$ cat src/rtl/mf_pll_sequencer.sv
// mf_pll_sequencer: reset/lock sequencer for the core PLL on refclk.
// Qualifies locked, retries on timeout, and gates domain reset / ready.
module mf_pll_sequencer #(
    parameter int RST_HOLD_CYCLES     = 16,
    parameter int LOCK_STABLE_CYCLES  = 1024,
    parameter int LOCK_TIMEOUT_CYCLES = 742500,
    parameter int MAX_RETRIES         = 3
) (
    input  logic                                 refclk,
    input  logic                                 rst,
    input  logic                                 pll_locked_in,
    input  logic                                 soft_reset_req,
    output logic                                 pll_rst,
    output logic                                 domain_rst,
    output logic                                 ready,
    output logic                                 fault,
    output logic [$clog2(MAX_RETRIES+1)-1:0]     retry_count,
    output logic [15:0]                          lock_loss_count
);

    localparam int RW = $clog2(MAX_RETRIES + 1);
    localparam int TMAX0 = (RST_HOLD_CYCLES > LOCK_STABLE_CYCLES) ?
                           RST_HOLD_CYCLES : LOCK_STABLE_CYCLES;
    localparam int TMAX = (TMAX0 > LOCK_TIMEOUT_CYCLES) ?
                          TMAX0 : LOCK_TIMEOUT_CYCLES;
    localparam int TW = $clog2(TMAX + 1);

    localparam logic [TW-1:0] HOLD_LAST = TW'(RST_HOLD_CYCLES - 1);
    localparam logic [TW-1:0] STAB_LAST = TW'(LOCK_STABLE_CYCLES - 1);
    localparam logic [TW-1:0] TOUT_LAST = TW'(LOCK_TIMEOUT_CYCLES - 1);
    localparam logic [RW-1:0] RETRY_MAX = RW'(MAX_RETRIES);

    typedef enum logic [2:0] {
        S_HOLD,
        S_WAIT,
        S_STABLE,
        S_RUN,
        S_FAULT
    } state_e;

    state_e          state_q, state_d;
    logic [TW-1:0]   tmr_q, tmr_d;
    logic [RW-1:0]   retry_q, retry_d;
    logic [15:0]     llc_q, llc_d;
    logic            sync1_q, sync2_q;
    logic            locked_s;
    logic            lock_drop;
    logic            pll_rst_q, domain_rst_q, ready_q, fault_q;

    assign locked_s  = sync2_q;
    assign lock_drop = (state_q == S_RUN) && !locked_s;

    always_comb begin
        state_d = state_q;
        retry_d = retry_q;
        llc_d   = llc_q;
        tmr_d   = tmr_q + TW'(1);

        // A RUN lock drop is counted even when soft reset wins the transition.
        if (lock_drop && (llc_q != 16'hFFFF)) begin
            llc_d = llc_q + 16'd1;
        end

        if (soft_reset_req) begin
            state_d = S_HOLD;
            retry_d = '0;
        end else begin
            case (state_q)
                S_HOLD: begin
                    if (tmr_q == HOLD_LAST) begin
                        state_d = S_WAIT;
                    end
                end
                S_WAIT: begin
                    if (locked_s) begin
                        state_d = S_STABLE;
                    end else if (tmr_q == TOUT_LAST) begin
                        retry_d = retry_q + RW'(1);
                        state_d = (retry_d == RETRY_MAX) ? S_FAULT : S_HOLD;
                    end
                end
                S_STABLE: begin
                    if (!locked_s) begin
                        state_d = S_WAIT;
                    end else if (tmr_q == STAB_LAST) begin
                        state_d = S_RUN;
                    end
                end
                S_RUN: begin
                    if (!locked_s) begin
                        state_d = S_HOLD;
                        retry_d = '0;
                    end
                end
                S_FAULT: begin
                    state_d = S_FAULT;
                end
                default: begin
                    state_d = S_HOLD;
                end
            endcase
        end

        // Untimed states park the timer at zero so it cannot wrap.
        if ((state_d != state_q) || soft_reset_req ||
            (state_q == S_RUN) || (state_q == S_FAULT)) begin
            tmr_d = '0;
        end
    end

    always_ff @(posedge refclk) begin
        if (rst) begin
            sync1_q      <= 1'b0;
            sync2_q      <= 1'b0;
            state_q      <= S_HOLD;
            tmr_q        <= '0;
            retry_q      <= '0;
            llc_q        <= 16'd0;
            pll_rst_q    <= 1'b1;
            domain_rst_q <= 1'b1;
            ready_q      <= 1'b0;
            fault_q      <= 1'b0;
        end else begin
            sync1_q      <= pll_locked_in;
            sync2_q      <= sync1_q;
            state_q      <= state_d;
            tmr_q        <= tmr_d;
            retry_q      <= retry_d;
            llc_q        <= llc_d;
            pll_rst_q    <= (state_d == S_HOLD) || (state_d == S_FAULT);
            domain_rst_q <= (state_d != S_RUN);
            ready_q      <= (state_d == S_RUN);
            fault_q      <= (state_d == S_FAULT);
        end
    end

    assign pll_rst         = pll_rst_q;
    assign domain_rst      = domain_rst_q;
    assign ready           = ready_q;
    assign fault           = fault_q;
    assign retry_count     = retry_q;
    assign lock_loss_count = llc_q;

endmodule

$ cat config.mk
export PLATFORM = sky130hd
export DESIGN_NAME = mf_pll_sequencer
export DESIGN_NICKNAME = d
export VERILOG_FILES = /design/src/rtl/mf_pll_sequencer.sv
export SDC_FILE = /design/constraint.sdc
export NUM_CORES = 1
export LEC_CHECK = 0
export BUFFER_PORTS_ARGS = -buffer_cell sky130_fd_sc_hd__buf_2
export CORE_MARGIN = 5
export CORE_UTILIZATION = 40
export CTS_CLUSTER_DIAMETER = 80
export CTS_CLUSTER_SIZE = 16
export DETAILED_ROUTE_END_ITERATION = 16
export PLACE_DENSITY = 0.62
export SLEW_MARGIN = 40
export SYNTH_ARGS = -nofsm -noshare
export SYNTH_HDL_FRONTEND = slang
export SYNTH_SLANG_ARGS = --single-unit
$ cat constraint.sdc
create_clock -name refclk -period 1.7 [get_ports refclk]
set_input_delay 0.17 -clock refclk [delete_from_list [all_inputs] [get_ports refclk]]
set_output_delay 0.17 -clock refclk [all_outputs]
set_load 0.005 [all_outputs]
==> flow_summary.ini, run 1 <==
[outcome]
status = complete, but fails checks
failed_checks = setup timing

[route]
drc = 0
drt-pass1-iter-count = 4
via_per_inst = 5.08
vias = 1957
drtAntennaViolNets = 0
drt_iter0_drc = 74
avgRoutedWirePerCell_microns = 12.8
wl_mm = 4.91

[die]
initial_core_util_pct = 40.9
rows = 27
dieHeight_microns = 85.1
coreArea_sq_mm = 0.00551
fp.dieW_microns = 85.1
io_pins = 26
die_area_sq_mm = 0.00724

[min_path]
hold_start = pll_locked_in
holdCritPathClass = in2reg

[synth]
yosysUniqueCellTypes = 48
syn-num-nets = 254
synthFlopType = dfxtp_1
synth-seq-cells = 47
synth-edff-count = 0
yosysWarnings = 0
yosysSeqAreaShare_pct = 41.7
ys_async_sr_fraction_pct = 0
syn_avg_cell_area_sq_um = 9.13
syn-cell-area_sq_mm = 0.00225
postSynthCellCount = 247

[cells_and_area]
antenna-diode-count = 0
nNetsFinal = 320
final_util_pct = 53.3
n_fill_cell = 504
drive_gt1_share_pct = 34.2
final-seq-area_sq_um = 948
area_growth_pct = 30.1
multi_input_area_sq_mm = 0.00133

[timing]
fmax_mhz = 587
skew_ps = 4.39
slew_headroom_pct = 73.2
finalHoldViolCount = 0
rsz0062_at_grt = yes
worstMarginPinSlew_ps = 401
drv_slew = 0
final.min_clock_period_ps = 1700
finalSetupViolations = 4
period_share_pct = 100
setup_ws_ps = -3.83

[clock_tree]
cts_tree = yes
clock_sinks = 47
insertion_delay_ps = 300
clock_path_buffers = 2
htreeDepth = 2
clkSlewWorstSetupHoldPaths_ps = 80
root_buffer = clkbuf_8
cts_buffers = 5

[worst_setup_path]
cp_slowest_cell = dfxtp_2
end_kind = flop
critPathKind = reg2reg
path_buf_inv = 2
max_stage_delay_ps = 350
start_kind = flop
cp_top_family = compound AO/OA/AOI/OAI gates
startpoint = tmr_q[15]
crit_chain = nor4_4 -> buf_4 -> nand4_1 -> o41ai_2 -> o32a_1 -> buf_12 -> nor2_1
worstPathMaxFanout = 20
arrival_ps = 1900
reg2reg_from = tmr_q[15]
critPathRequiredTime_ps = 1900

[global_routing]
antenna_found_initial = 0
grt_pass1_wl_mm = 8.76
grt-ovfl-total = 0
grt_max_degree = 21
first_global_vias = 1925
grt.total_usage_pct = 14.6

[power_and_ir_drop]
peakVddDrop_v = 0.000305
p_leak_nw = 1.22
finalPower_w = 0.00183
power.density_mw_per_mm2 = 625

[run]
maxCapViolCount = 0

[placement]
hpwl_mm = 3.68
globalplace.congestion = 0.805
numPortBuffers = 25
==> synthesized netlist by cell type, drive strengths merged, types with 3 or more instances <==
cell	count	area (sq um)
inv	4	15.0
a211oi	3	22.5
nand2	15	56.3
a21oi	9	48.8
and2	4	25.0
xor2	18	158
ha	3	37.5
buf	6	35.0
clkbuf	3	12.5
nand4	11	75.1
nand3	16	85.1
and4	4	35.0
nor3	7	45.0
nor2b	3	18.8
nor2	40	150
xnor2	13	114
dfxtp	47	941
nor4	7	77.6
and3	7	45.1
==> timing repair <==
item,in CTS,in global routing
endpoints found under the setup margin,23,40
hold buffers,0,0
gates resized for setup,1,19
setup buffers,0,2
pin swaps,1,11
==> cells in the final DEF (no fill, tap or decap), types with 4 or more instances in the layout <==
cell type  netlist  layout
buf_4            2      42
buf_2            4      25
clkbuf_8         0       6
dfxtp_1         47      41
nor3_1           5       5
a21oi_1          8       6
xor2_1          18      18
and4_1           4       4
nand3_1         15      14
and3_1           6       6
inv_1            4       4
nand4_1         10      10
xnor2_1         13      13
nor2_1          40      39
and2_1           4       4
nand2_1         15      14
dfxtp_2          0       6
==> layout make-up <==
cell class,count,area share [%]
clock buffer,6,2.82
tap,72,3.07
clock inverter,1,0.171
multi-input combinational,187,45.4
timing repair buffer,68,15.7
inverter,4,0.512
sequential,47,32.3
==> metrics by stage <==
step	cells	setup TNS, ps	hold slack (ps)	setup WS [ps]	area (sq um)
floorplan	247	0	298	9.07	2250
global placement	376	-22.4	412	-11.9	2740
detailed placement	376	-44.3	418	-21.7	2740
CTS	383	-341	104	-23.7	2830
global route	385	-3480	138	-156	2930
finish	385	-8.06	112	-3.83	2930
==> layer usage <==
layer	GRT usage [%]	vias up	part of all wire, %
li1	-	1006	-
met3	3.69	7	3.7
met4	4.89	0	1.4
met2	23.7	23	47
met1	18.9	921	48
met5	0	-	0
==> power breakdown <==
part	switching [W]	internal [W]
clock	0.000359	0.000319
sequential	0.00000364	0.00110
combinational	0.0000267	0.0000192
==> sequential cells by signal, indices dropped and copies added (netlist names) <==
register / count
pll_rst: 1
state_q: 3
locked_s: 1
lock_loss_count: 16
sync1_q: 1
retry_count: 2
tmr_q: 20
fault: 1
domain_rst: 1
ready: 1
==> worst paths after layout <==
kind                   end  slack (ps)  cells after the start
setup reg to reg  tmr_q[7]          -4                      7
hold / removal     sync1_q         110                      2
setup / recovery  tmr_q[7]          -4                      7
hold reg to reg   locked_s         440                      1
==> cells by family after synthesis <==
family                     Yosys count  share of synthesized area (%)
muxes                                2                          0.888
DFF                                 47                           41.7
buffers and inverters               13                           2.77
and+or+nand+nor                    130                           34.2
AOI/OAI and AO/OA                   21                           6.66
xor gates and xnor gates            31                           12.0
adders and majority gates            3                           1.66
No activity file was read; power rests on OpenSTA's default activity.
==> run 2: changes to the inputs <==
Settings changed: CORE_UTILIZATION 40 to 52, PLACE_DENSITY 0.62 to 0.77.
==> flow_summary.ini, run 2 (synthesis gave the netlist of run 1 again) <==
[outcome]
status = complete, but fails checks
failed_checks = setup timing

[timing]
final.min_clock_period_ps = 1790
slew_headroom_pct = 75.1
period_share_pct = 105
finalSetupViolations = 24
worstMarginPinSlew_ps = 371
setup_ws_ps = -86.0
finalHoldViolCount = 0
fmax_mhz = 560
rsz0062_at_grt = yes
whs_ps = 94.1
skew_ps = 5.06
drv_slew = 0

[clock_tree]
clkSlewWorstSetupHoldPaths_ps = 80
cts_tree = yes
clock_path_buffers = 2
insertion_delay_ps = 300
root_buffer = clkbuf_8
htreeDepth = 2
clock_sinks = 47
cts_hold_buf = 0
cts_buffers = 5

[worst_setup_path]
end_kind = flop
arrival_ps = 1990
worstPathMaxFanout = 10
critPathKind = reg2reg
start_kind = flop
critPathRequiredTime_ps = 1900

[route]
avgRoutedWirePerCell_microns = 14.8
via_per_inst = 5.63
drt-pass1-iter-count = 4
wl_mm = 5.39
drtAntennaViolNets = 0
drc = 0
drt_iter0_drc = 136
vias = 2056

[die]
rows = 24
coreArea_sq_mm = 0.00429
initial_core_util_pct = 52.5
die_area_sq_mm = 0.00575
io_pins = 26
fp.dieW_microns = 75.8
dieHeight_microns = 75.8

[cells_and_area]
instances_no_fill = 365
drive_gt1_share_pct = 36.7
nNetsFinal = 319
area_growth_pct = 31.6
layout_commonest_cell = buf_4
largest_reg_flops = 20
top_register = tmr_q
layout_common_cells = buf_4 (40), nor2_1 (39), dfxtp_1 (36), buf_2 (25), xor2_1 (18)
antenna-diode-count = 0

[power_and_ir_drop]
p_int_w = 0.00150
finalPower_w = 0.00189
pwr-share-comb_pct = 2.5
swShare_pct = 20.8
p_switching_w = 0.000394
clkPwrFrac_pct = 38.8
p_leak_nw = 1.24
seqPwrFrac_pct = 58.7
power.density_mw_per_mm2 = 637
peakVddDrop_v = 0.000327

[global_routing]
grt_max_degree = 19
first_global_vias = 1810
grt-ovfl-total = 0
antenna_found_initial = 0
grt.total_usage_pct = 19.3
grt_pass1_wl_mm = 8.41

[placement]
globalplace.congestion = 0.802
hpwl_mm = 3.54
numPortBuffers = 25
dp.cells = 352

[min_path]
holdCritPathClass = in2reg

[run]
maxCapViolCount = 0
-- run 2: cell count changes in the layout (fill, tap and decap cells not counted), moves of 2 or more --
cell / before / now
a21oi_2: 3 / 1
buf_4: 42 / 40
buf_6: 0 / 2
dfxtp_1: 41 / 36
dfxtp_2: 6 / 11
nor4_4: 3 / 5
-- run 2: path summary, 6_finish.rpt --
path / to / startpoint / cells after the start / slack (ps)
setup reg to reg: tmr_q[2] / tmr_q[8] / 7 / -90
setup / recovery: tmr_q[2] / tmr_q[8] / 7 / -90
hold reg to reg: locked_s / sync1_q / 1 / 440
hold / removal: sync1_q / pll_locked_in / 2 / 90
-- run 2: repair_timing --
item                                    in CTS  in global routing
endpoints found under the setup margin      26                 37
cloned                                       1                  0
endpoints found under the hold margin        0                  0
setup buffers                                4                  2
pin swaps                                    5                 10
gates resized for setup                     15                 21
-- run 2: layout make-up --
class / count / area [sq um]
Clock buffer: 8 / 100
Fill cell: 300 / 1330
Inverter: 4 / 15.0
Multi-Input combinational cell: 187 / 1380
Sequential cell: 47 / 955
Tap cell: 52 / 65.1
Timing Repair Buffer: 67 / 448
-- run 2: power groups by stage --
stage / Combinational (W) / Clock, W / Sequential (W)
after CTS: 0.0000585 / 0.000743 / 0.00111
after global placement: 0.0000436 / 0 / 0.00113
after floorplan: 0.0000266 / 0 / 0.00113
after global routing: 0.0000512 / 0.000801 / 0.00111
final: 0.0000478 / 0.000733 / 0.00111
after detailed placement: 0.0000443 / 0 / 0.00113
-- run 2: metal layers --
layer  GRT usage, %  wire length (microns)
met5              0                      0
met3           5.41                    299
met4           7.96                    104
met2           29.6                   2550
met1           25.5                   2440
-- run 2: per-stage QoR --
stage,utilization (%),TNS [ps],cell area [sq um],setup WS [ps]
after floorplan,-,0,2250,9.07
after detailed placement,62.6,-815,2690,-47.8
after CTS,67.5,-644,2900,-40.4
final,69.1,-1660,2970,-86.0
after global routing,69.1,-3520,2970,-160
after global placement,62.6,0,2690,4.03
-- run 2: worst max-delay path, stage by stage, from the launching register on --
cell	delay (ps)
dfxtp_2	340
nor4_4	270
buf_4	150
nand4_1	150
o31ai_1	280
o32a_1	260
buf_6	170
nor2_1	60
==> run 3: changes to the inputs <==
Settings changed: CORE_ASPECT_RATIO set to 0.9, TNS_END_PERCENT set to 100.
==> flow_summary.ini, run 3 (synthesis gave the netlist of run 1 again) <==
[global_routing]
grt-ovfl-total = 0
first_global_vias = 1691
antenna_found_initial = 0
grt_max_degree = 19
grt_pass1_wl_mm = 7.65
grt.total_usage_pct = 16.6

[cells_and_area]
antenna-diode-count = 0
layout_commonest_cell = dfxtp_1
largest_reg_flops = 20
top_register = tmr_q
layout_common_cells = dfxtp_1 (42), nor2_1 (39), buf_4 (33), buf_2 (26), xor2_1 (18)
drive_gt1_share_pct = 32.5
area_growth_pct = 26.0
nNetsFinal = 314

[timing]
drv_slew = 0
fmax_mhz = 553
worstMarginPinSlew_ps = 372
skew_ps = 8.78
final.min_clock_period_ps = 1810
slew_headroom_pct = 74.9
rsz0062_at_grt = yes
setup_ws_ps = -108
period_share_pct = 106
finalHoldViolCount = 0
finalSetupViolations = 24
finalSetupTns_ps = -1840

[power_and_ir_drop]
p_leak_nw = 1.18
power.density_mw_per_mm2 = 628
finalPower_w = 0.00178
peakVddDrop_v = 0.000603

[worst_setup_path]
crit_chain = nor4_4 -> nand4_1 -> o41ai_2 -> o32a_1 -> buf_2 -> nor2_1
cp_top_family = compound AO/OA/AOI/OAI gates
arrival_ps = 1990
start_kind = flop
end_kind = flop
max_stage_delay_ps = 350
path_buf_inv = 1
critPathKind = reg2reg
critPathRequiredTime_ps = 1880
worstPathMaxFanout = 5
cp_slowest_cell = dfxtp_2

[outcome]
failed_checks = setup timing
status = complete, but fails checks

[clock_tree]
root_buffer = clkbuf_8
insertion_delay_ps = 290
clock_sinks = 47
cts_hold_buf = 0
cts_tree = yes
cts_buffers = 5
clock_path_buffers = 2
htreeDepth = 2
clkSlewWorstSetupHoldPaths_ps = 90

[die]
initial_core_util_pct = 54.6
coreArea_sq_mm = 0.00413
dieHeight_microns = 72.5
die_area_sq_mm = 0.00575
fp.dieW_microns = 79.4
rows = 22
io_pins = 26

[route]
drc = 0
wl_mm = 4.91
via_per_inst = 5.52
avgRoutedWirePerCell_microns = 13.8
vias = 1964
drt-pass1-iter-count = 6
drt_iter0_drc = 124
drtAntennaViolNets = 0

[run]
maxCapViolCount = 0

[placement]
numPortBuffers = 25
globalplace.congestion = 0.837
hpwl_mm = 3.50

[min_path]
holdCritPathClass = in2reg
## run 3: cell count changes in the layout (fill, tap and decap cells not counted), moves of 2 or more
cell,delta
buf_4,-7
dfxtp_2,-7
clkbuf_8,-2
dfxtp_1,+6
nor4_4,-2
## run 3: routing by layer
layer	share of wire, %	track usage, %
met3	3.8	3.47
met2	44	24.1
met1	51	24.4
met4	1.2	5.34
met5	0	0
## run 3: worst reg2reg max path, cell delays in order (launching register included)
cell     delay [ps]
dfxtp_2         350
nor4_4          340
nand4_1         160
o41ai_2         330
o32a_1          260
buf_2           190
nor2_1           60
## run 3: final timing paths
path | startpoint | end | slack, ps | cells after the start
worst max-delay path | tmr_q[15] | tmr_q[0] | -110 | 6
worst min-delay path | pll_locked_in | sync1_q | 90 | 2
worst max register to register | tmr_q[15] | tmr_q[0] | -110 | 6
worst min register to register | sync1_q | locked_s | 460 | 1
## run 3: where the power goes
part	internal, W	switching, W	leakage (nW)	total (W)
combinational	0.0000185	0.0000266	0.758	0.0000451
clock	0.000289	0.000346	0.0422	0.000635
sequential	0.00110	0.00000260	0.382	0.00111
total	0.00141	0.000375	1.18	0.00178
## run 3: layout make-up
type | instances | area, sq um
Multi-Input combinational cell | 187 | 1320
Timing Repair Buffer | 62 | 412
Tap cell | 48 | 60.1
Inverter | 4 | 15.0
Clock inverter | 1 | 5.00
Sequential cell | 47 | 950
Fill cell | 321 | 1290
Clock buffer | 7 | 76.3
## run 3: metrics by stage
| stage | worst slack, ps | utilization (%) | instance area (sq um) | instances | hold WS (ps) |
|---|---|---|---|---|---|
| detailed placement | -44.2 | 63.8 | 2630 | 343 | 386 |
| finish | -108 | 68.8 | 2840 | 356 | 88.7 |
| global placement | -24.4 | 63.8 | 2630 | 343 | 386 |
| CTS | 0.603 | 66.0 | 2720 | 351 | 83.1 |
| floorplan | 9.07 | - | 2250 | 247 | 298 |
| global route | -145 | 68.8 | 2840 | 356 | 116 |
## run 3: repair_timing
action / CTS / global route
gates cloned: 0 / 1
pin swaps: 1 / 9
buffers inserted: 0 / 4
endpoints found under the setup margin: 23 / 31
resized for setup: 2 / 21
